File: config.mk
export PLATFORM = sky130hd
export DESIGN_NAME = calc_sequencer
export DESIGN_NICKNAME = d
export VERILOG_FILES = /design/src/rtl/calc_sequencer.sv
export SDC_FILE = /design/constraint.sdc
export NUM_CORES = 1
export LEC_CHECK = 0
export ABC_AREA = 1
export BUFFER_PORTS_ARGS = -buffer_cell sky130_fd_sc_hd__clkbuf_2
export CAP_MARGIN = 20
export CORE_AREA = 2 2 168 170
export DETAILED_ROUTE_END_ITERATION = 8
export DIE_AREA = 0 0 170 172
export HOLD_SLACK_MARGIN = 0.06
export RECOVER_POWER = 25
export SETUP_SLACK_MARGIN = 0.5
export SKIP_LAST_GASP = 1
export SYNTH_ARGS = -nofsm -noshare
export SYNTH_HDL_FRONTEND = slang
export SYNTH_SLANG_ARGS = --single-unit
File: constraint.sdc
create_clock -name CLK -period 5.2 [get_ports CLK]
set_input_delay 0.52 -clock CLK [delete_from_list [all_inputs] [get_ports CLK]]
set_output_delay 0.52 -clock CLK [all_outputs]
set_load 0.02 [all_outputs]
File: src/rtl/calc_sequencer.sv
// -----------------------------------------------------------------------------
// calc_sequencer
// Controller for the 8-bit switch calculator. Synchronizes and debounces the
// four user buttons, turns debounced presses into one-cycle pulses and runs
// the IDLE/EXEC/HOLD sequencer that owns the accumulator (store, add,
// subtract, show). Everything runs in the single CLK domain.
//
// Ports
//   CLK         system clock, rising edge
//   RST         asynchronous active-high reset, released synchronously
//   btn_store   raw store button (active high, asynchronous)
//   btn_add     raw add button
//   btn_sub     raw subtract button
//   btn_show    raw show-accumulator button
//   sw          switch operand (quasi-static)
//   acc         accumulator register
//   carry       carry of the last add / borrow of the last subtract
//   disp_value  sw while idle, acc while executing or holding
//   disp_src    0 = switches shown, 1 = accumulator shown
//   busy        high during the single EXEC cycle
//   state       IDLE=0, EXEC=1, HOLD=2
// -----------------------------------------------------------------------------
module calc_sequencer #(
    parameter int DATA_W          = 8,
    parameter int DEBOUNCE_CYCLES = 50000,
    parameter int SHOW_CYCLES     = 12000000
) (
    input  logic              CLK,
    input  logic              RST,
    input  logic              btn_store,
    input  logic              btn_add,
    input  logic              btn_sub,
    input  logic              btn_show,
    input  logic [DATA_W-1:0] sw,
    output logic [DATA_W-1:0] acc,
    output logic              carry,
    output logic [DATA_W-1:0] disp_value,
    output logic              disp_src,
    output logic              busy,
    output logic [1:0]        state
);

    localparam int CNT_W = 20;
    localparam int TMR_W = 24;
    localparam logic [CNT_W-1:0] DB_LAST   = CNT_W'(DEBOUNCE_CYCLES - 1);
    localparam logic [TMR_W-1:0] SHOW_LAST = TMR_W'(SHOW_CYCLES - 1);

    // Button vector bit positions
    localparam int B_STORE = 0;
    localparam int B_SUB   = 1;
    localparam int B_ADD   = 2;
    localparam int B_SHOW  = 3;

    typedef enum logic [1:0] {
        ST_IDLE = 2'd0,
        ST_EXEC = 2'd1,
        ST_HOLD = 2'd2
    } state_t;

    logic [3:0]       btn_raw_s;
    logic [3:0]       sync1_q;
    logic [3:0]       sync2_q;
    logic [3:0]       db_q;
    logic [3:0]       armed_q;
    logic [3:0]       pulse_q;
    logic [3:0]       flip_s;
    logic [CNT_W-1:0] cnt_q [4];
    logic [1:0]       fill_q;

    state_t              state_q, state_d;
    logic [DATA_W-1:0]   acc_q, acc_d;
    logic                carry_q, carry_d;
    logic                op_sub_q, op_sub_d;
    logic [TMR_W-1:0]    timer_q, timer_d;
    logic [DATA_W:0]     sum_s;
    logic [DATA_W-1:0]   diff_s;
    logic                borrow_s;

    assign btn_raw_s = {btn_show, btn_add, btn_sub, btn_store};

    // Debounced level is about to change: synced level has differed long enough
    always_comb begin
        flip_s = 4'b0000;
        for (int b = 0; b < 4; b++) begin
            if ((sync2_q[b] != db_q[b]) && (cnt_q[b] == DB_LAST)) begin
                flip_s[b] = 1'b1;
            end else begin
                flip_s[b] = 1'b0;
            end
        end
    end

    // Synchronizers, debounce counters, press pulses
    always_ff @(posedge CLK or posedge RST) begin
        if (RST) begin
            sync1_q <= 4'b0000;
            sync2_q <= 4'b0000;
            db_q    <= 4'b0000;
            armed_q <= 4'b0000;
            pulse_q <= 4'b0000;
            fill_q  <= 2'd0;
            for (int b = 0; b < 4; b++) begin
                cnt_q[b] <= '0;
            end
        end else begin
            sync1_q <= btn_raw_s;
            sync2_q <= sync1_q;
            // Two edges after reset the synchronizer output reflects the pin
            if (fill_q != 2'd2) begin
                fill_q <= fill_q + 2'd1;
            end
            for (int b = 0; b < 4; b++) begin
                if (flip_s[b]) begin
                    db_q[b]  <= sync2_q[b];
                    cnt_q[b] <= '0;
                end else if (sync2_q[b] != db_q[b]) begin
                    cnt_q[b] <= cnt_q[b] + CNT_W'(1);
                end else begin
                    cnt_q[b] <= '0;
                end
                // A button held through reset must be seen released before
                // its next press is allowed to produce a pulse.
                if ((fill_q == 2'd2) && !sync2_q[b]) begin
                    armed_q[b] <= 1'b1;
                end
                pulse_q[b] <= flip_s[b] & sync2_q[b] & armed_q[b];
            end
        end
    end

    assign sum_s    = {1'b0, acc_q} + {1'b0, sw};
    assign diff_s   = acc_q - sw;
    assign borrow_s = (sw > acc_q);

    // Sequencer next state; pulses are accepted in IDLE and HOLD only
    always_comb begin
        state_d  = state_q;
        acc_d    = acc_q;
        carry_d  = carry_q;
        op_sub_d = op_sub_q;
        timer_d  = timer_q;
        case (state_q)
            ST_IDLE, ST_HOLD: begin
                if (pulse_q[B_STORE]) begin
                    acc_d   = sw;
                    carry_d = 1'b0;
                    state_d = ST_HOLD;
                    timer_d = '0;
                end else if (pulse_q[B_SUB]) begin
                    op_sub_d = 1'b1;
                    state_d  = ST_EXEC;
                    timer_d  = '0;
                end else if (pulse_q[B_ADD]) begin
                    op_sub_d = 1'b0;
                    state_d  = ST_EXEC;
                    timer_d  = '0;
                end else if (pulse_q[B_SHOW]) begin
                    state_d = ST_HOLD;
                    timer_d = '0;
                end else if (state_q == ST_HOLD) begin
                    if (timer_q == SHOW_LAST) begin
                        state_d = ST_IDLE;
                        timer_d = '0;
                    end else begin
                        timer_d = timer_q + TMR_W'(1);
                    end
                end else begin
                    state_d = ST_IDLE;
                end
            end
            ST_EXEC: begin
                if (op_sub_q) begin
                    acc_d   = diff_s;
                    carry_d = borrow_s;
                end else begin
                    acc_d   = sum_s[DATA_W-1:0];
                    carry_d = sum_s[DATA_W];
                end
                state_d = ST_HOLD;
                timer_d = '0;
            end
            default: begin
                state_d = ST_IDLE;
                timer_d = '0;
            end
        endcase
    end

    // Sequencer state, accumulator and hold timer
    always_ff @(posedge CLK or posedge RST) begin
        if (RST) begin
            state_q  <= ST_IDLE;
            acc_q    <= '0;
            carry_q  <= 1'b0;
            op_sub_q <= 1'b0;
            timer_q  <= '0;
        end else begin
            state_q  <= state_d;
            acc_q    <= acc_d;
            carry_q  <= carry_d;
            op_sub_q <= op_sub_d;
            timer_q  <= timer_d;
        end
    end

    // Display selection follows the state directly so switch moves show at once
    always_comb begin
        disp_src   = 1'b0;
        disp_value = sw;
        if ((state_q == ST_EXEC) || (state_q == ST_HOLD)) begin
            disp_src   = 1'b1;
            disp_value = acc_q;
        end else begin
            disp_src   = 1'b0;
            disp_value = sw;
        end
    end

    assign acc   = acc_q;
    assign carry = carry_q;
    assign busy  = (state_q == ST_EXEC);
    assign state = state_q;

endmodule

==> parameters.txt <==
Parameter                              Value

Finish
  Commonest non-fill, non-tap cell in the layout ... nand2_1
  Commonest non-fill, non-tap cells in the layout ... 256 x nand2_1, 169 x nor2_1, 145 x inv_1, 138 x dfrtp_1, 77 x nand3_1
  Final core utilization ... 33.8%
  Final instance count without filler cells ... 1483
  ANT cells ... 0
  Share of final-layout standard cells stronger than drive strength 1 ... 8.97%
  Layout area overhead ... 14.3%
  Nets ... 1167

Job
  Max-cap violation count ... 0

Placement
  Input/output buffers ... 34
  Detailed placer's ending HPWL ... approximately 13 mm
  Placer congestion estimate ... 0.868
  Cells after DPL ... 1451

Critical path
  R2r worst-path depth ... 10
  WP data arrival ... 2000 ps
  Class of the most critical setup path ... reg -> out
  Flop-to-flop setup slack ... 3110 ps
  CP Data Required Time ... about 4700 ps
  Worst setup SP type ... flip-flop
  Critical path endpoint category ... primary output
  Capture instance of the worst register-to-register path ... timer_q[19]$_DFFE_PP0P_
  Worst reg2reg startpoint ... state[0]$_DFFE_PP0P_
  Largest fanout on the critical path ... 17

Synth
  Number of standard cells after synthesis ... approximately 1100
  Portion of the post-synthesis area used by sequential elements ... between 40 and 50%
  Post-synthesis area per instance ... 7.51 sq um
  Yosys warning count ... 0
  Count of flip-flops with a built-in enable after synthesis ... 0
  Post-synth net total ... 1124
  Count of different cell masters after synthesis ... 42
  Post-synthesis async set-or-reset flop share ... 100%
  Seq cells post-synth ... approximately 140
  Post-synth top flop ... dfrtp_1
  Post-synthesis instance area ... 8120 sq um

Pwr
  Switching power summed over all nets ... about 0.56 mW
  Cell area power density ... around 260 nW/um^2
  Internal cell power ... 1.89 mW
  Peak ir drop on the vdd network ... 0.000183 V
  Share of power burned in combinational logic ... between 4 and 5%
  Leakage dissipation ... 4.37 nW
  Clock network fraction of design power ... 50.7%
  Proportion of power drawn by flip-flops and latches ... 44.7%
  Fraction of power spent switching nets ... 23.0%

Routing
  Remaining antenna violation count ... 0
  Via count ... between 6000 and 7000
  Number of vias per cell ... 4.65
  Routed WL per cell ... 11.7 microns
  Number of violations reported at the end of detailed-routing iteration 0 ... 461
  Length of the first detailed-routing pass in iterations ... 5
  Routed WL ... 17.4 mm
  DR DRC count ... 0

Floorplanning
  Die H ... 172 microns
  Chip width ... 170 microns
  Placement Rows ... 61
  Core Footprint ... 27500 sq um
  Die Area ... 29200 sq um
  Count of boundary I/O pins ... 35
  Initial Utilization ... 29.5%

Worst hold path
  Worst min-delay path class ... in -> reg
  HP Start ... btn_show
  Worst hold endpoint ... sync1_q[3]$_DFF_PP0_
  Hold Crit Depth ... 1

Timing
  Final-report setup violation count ... 0
  Worst Max-Slew Pin Slew ... 807 ps
  Share of the clock period used by the worst path after layout ... 48.4%
  Relative slew slack ... 46.2%
  Worst-case clock skew ... 7.24 ps
  Time the worst path needs with I/O delays and setup ... 2520 ps
  Sum of negative setup slack ... 0 ps
  Upper clock frequency limit ... between 0.3 and 0.4 GHz
  Setup repair after global routing missed its margin ... no
  Endpoints failing hold ... 0
  Final Slew Violations ... 0

Clock network
  CTS tree ... yes
  Number of buffers created by CTS ... 17
  Clock root cell ... clkbuf_16
  Resized cells post-CTS ... 0
  Maximum level of the CTS H-tree ... 4
  Skew-Pair Late Insertion Delay ... 420 ps
  Max Root-Sink Buffers ... 2
  Sinks on the clock net ... 138
  Number of hold-repair buffers added at the cts stage ... 0
  Setup bufs post-CTS ... 0
  Worst-path clk slew ... about 60 ps

Global route
  Maximum number of pins on one net before global-route repair ... 92
  Number of global-route vias before repair ... around 6600
  Total Routing Usage GR ... 12.7%
  Wire length of the first global-routing pass ... 30.6 mm
  Total gr overflow ... 0
  Number of antenna violations at the first check in global routing ... 0

Outcome
  Run status ... completed
routing by layer:
layer	share of wire (%)	vias up	track usage, %
met3	4.7	20	2.43
met4	1.2	0	3.86
met2	45	163	20.7
li1	-	3529	-
met1	49	3183	17.1
met5	0	-	0
cells by family after synthesis:
| kind of cell | count (synthesis) | share of synthesized area (%) |
|---|---|---|
| AOI/OAI and AO/OA | 80 | 5.43 |
| xor gates and xnor gates | 54 | 5.92 |
| adders and majority gates | 29 | 4.66 |
| DFF | 138 | 42.6 |
| and+or+nand+nor | 618 | 33.5 |
| buffers and inverters | 162 | 7.97 |
how the worst max path moves through the flow:
| stage | from | end | slack [ps] | cells after the start |
|---|---|---|---|---|
| after detailed placement | state[0]$_DFFE_PP0P_ | disp_value[0] | 3120 | 5 |
| final | state[0]$_DFFE_PP0P_ | disp_value[0] | 2680 | 5 |
| after global routing | state[0]$_DFFE_PP0P_ | disp_value[7] | 2510 | 5 |
| after floorplan | RST | acc[0]$_DFFE_PP0P_ | 980 | 1 |
| after global placement | state[0]$_DFFE_PP0P_ | timer_q[17]$_DFFE_PP0P_ | 3180 | 9 |
| after CTS | state[0]$_DFFE_PP0P_ | disp_value[0] | 2650 | 5 |
layout make-up:
| class | count | area, sq um |
|---|---|---|
| Fill cell | 2883 | 18200 |
| Multi-Input combinational cell | 781 | 4020 |
| Sequential cell | 138 | 3450 |
| Inverter | 148 | 566 |
| Clock buffer | 19 | 443 |
| Tap cell | 346 | 433 |
| Timing Repair Buffer | 38 | 199 |
| Clock inverter | 13 | 166 |
worst max-delay path: stages, from the launching register on:
cell and delay, ps:
dfrtp_1 440, inv_1 130, ha_1 610, nor2_1 70
a21oi_1 130, clkbuf_2 190
state kept, by name, indices dropped and copies added (netlist names), 2 cells and up:
signal,count
db_q,4
acc,8
cnt_q,80
armed_q,4
sync2_q,4
timer_q,24
pulse_q,4
sync1_q,4
state,2
fill_q,2
cell usage after synthesis (3+ instances only):
cell type,n,share of area [%]
nand2_1,256,12
nor2_1,169,7.8
inv_1,146,6.8
dfrtp_1,138,43
nand3_1,77,4.7
nor3_1,41,2.5
xor2_1,39,4.2
nand4_1,34,2.6
o21ai_0,33,2.0
a21oi_1,28,1.7
ha_1,27,4.2
nor2_2,14,1.1
xnor2_1,14,1.5
clkbuf_1,9,0.42
a31oi_1,6,0.46
nor3b_1,5,0.46
nor4_1,5,0.39
o211ai_1,4,0.37
nor2_4,3,0.42
o21bai_1,3,0.28
or2_2,3,0.23
power by group through the flow:
stage	logic (mW)	clock network [mW]	registers (mW)
final	0.112	1.24	1.10
after global placement	0.113	0	1.11
after global routing	0.131	1.32	1.10
after CTS	0.115	1.28	1.10
after floorplan	0.0801	0	1.11
after detailed placement	0.114	0	1.12
stage by stage:
step / power (mW) / hold slack [ps] / instance area (sq um) / worst slack, ps
floorplan: 1.19 / 331 / 8120 / 984
global placement: 1.23 / 335 / 8670 / 3180
detailed placement: 1.23 / 363 / 8670 / 3120
CTS: 2.49 / 185 / 9280 / 2650
global route: 2.55 / 189 / 9280 / 2510
finish: 2.45 / 204 / 9280 / 2680
No activity file was read; power rests on OpenSTA's default activity.
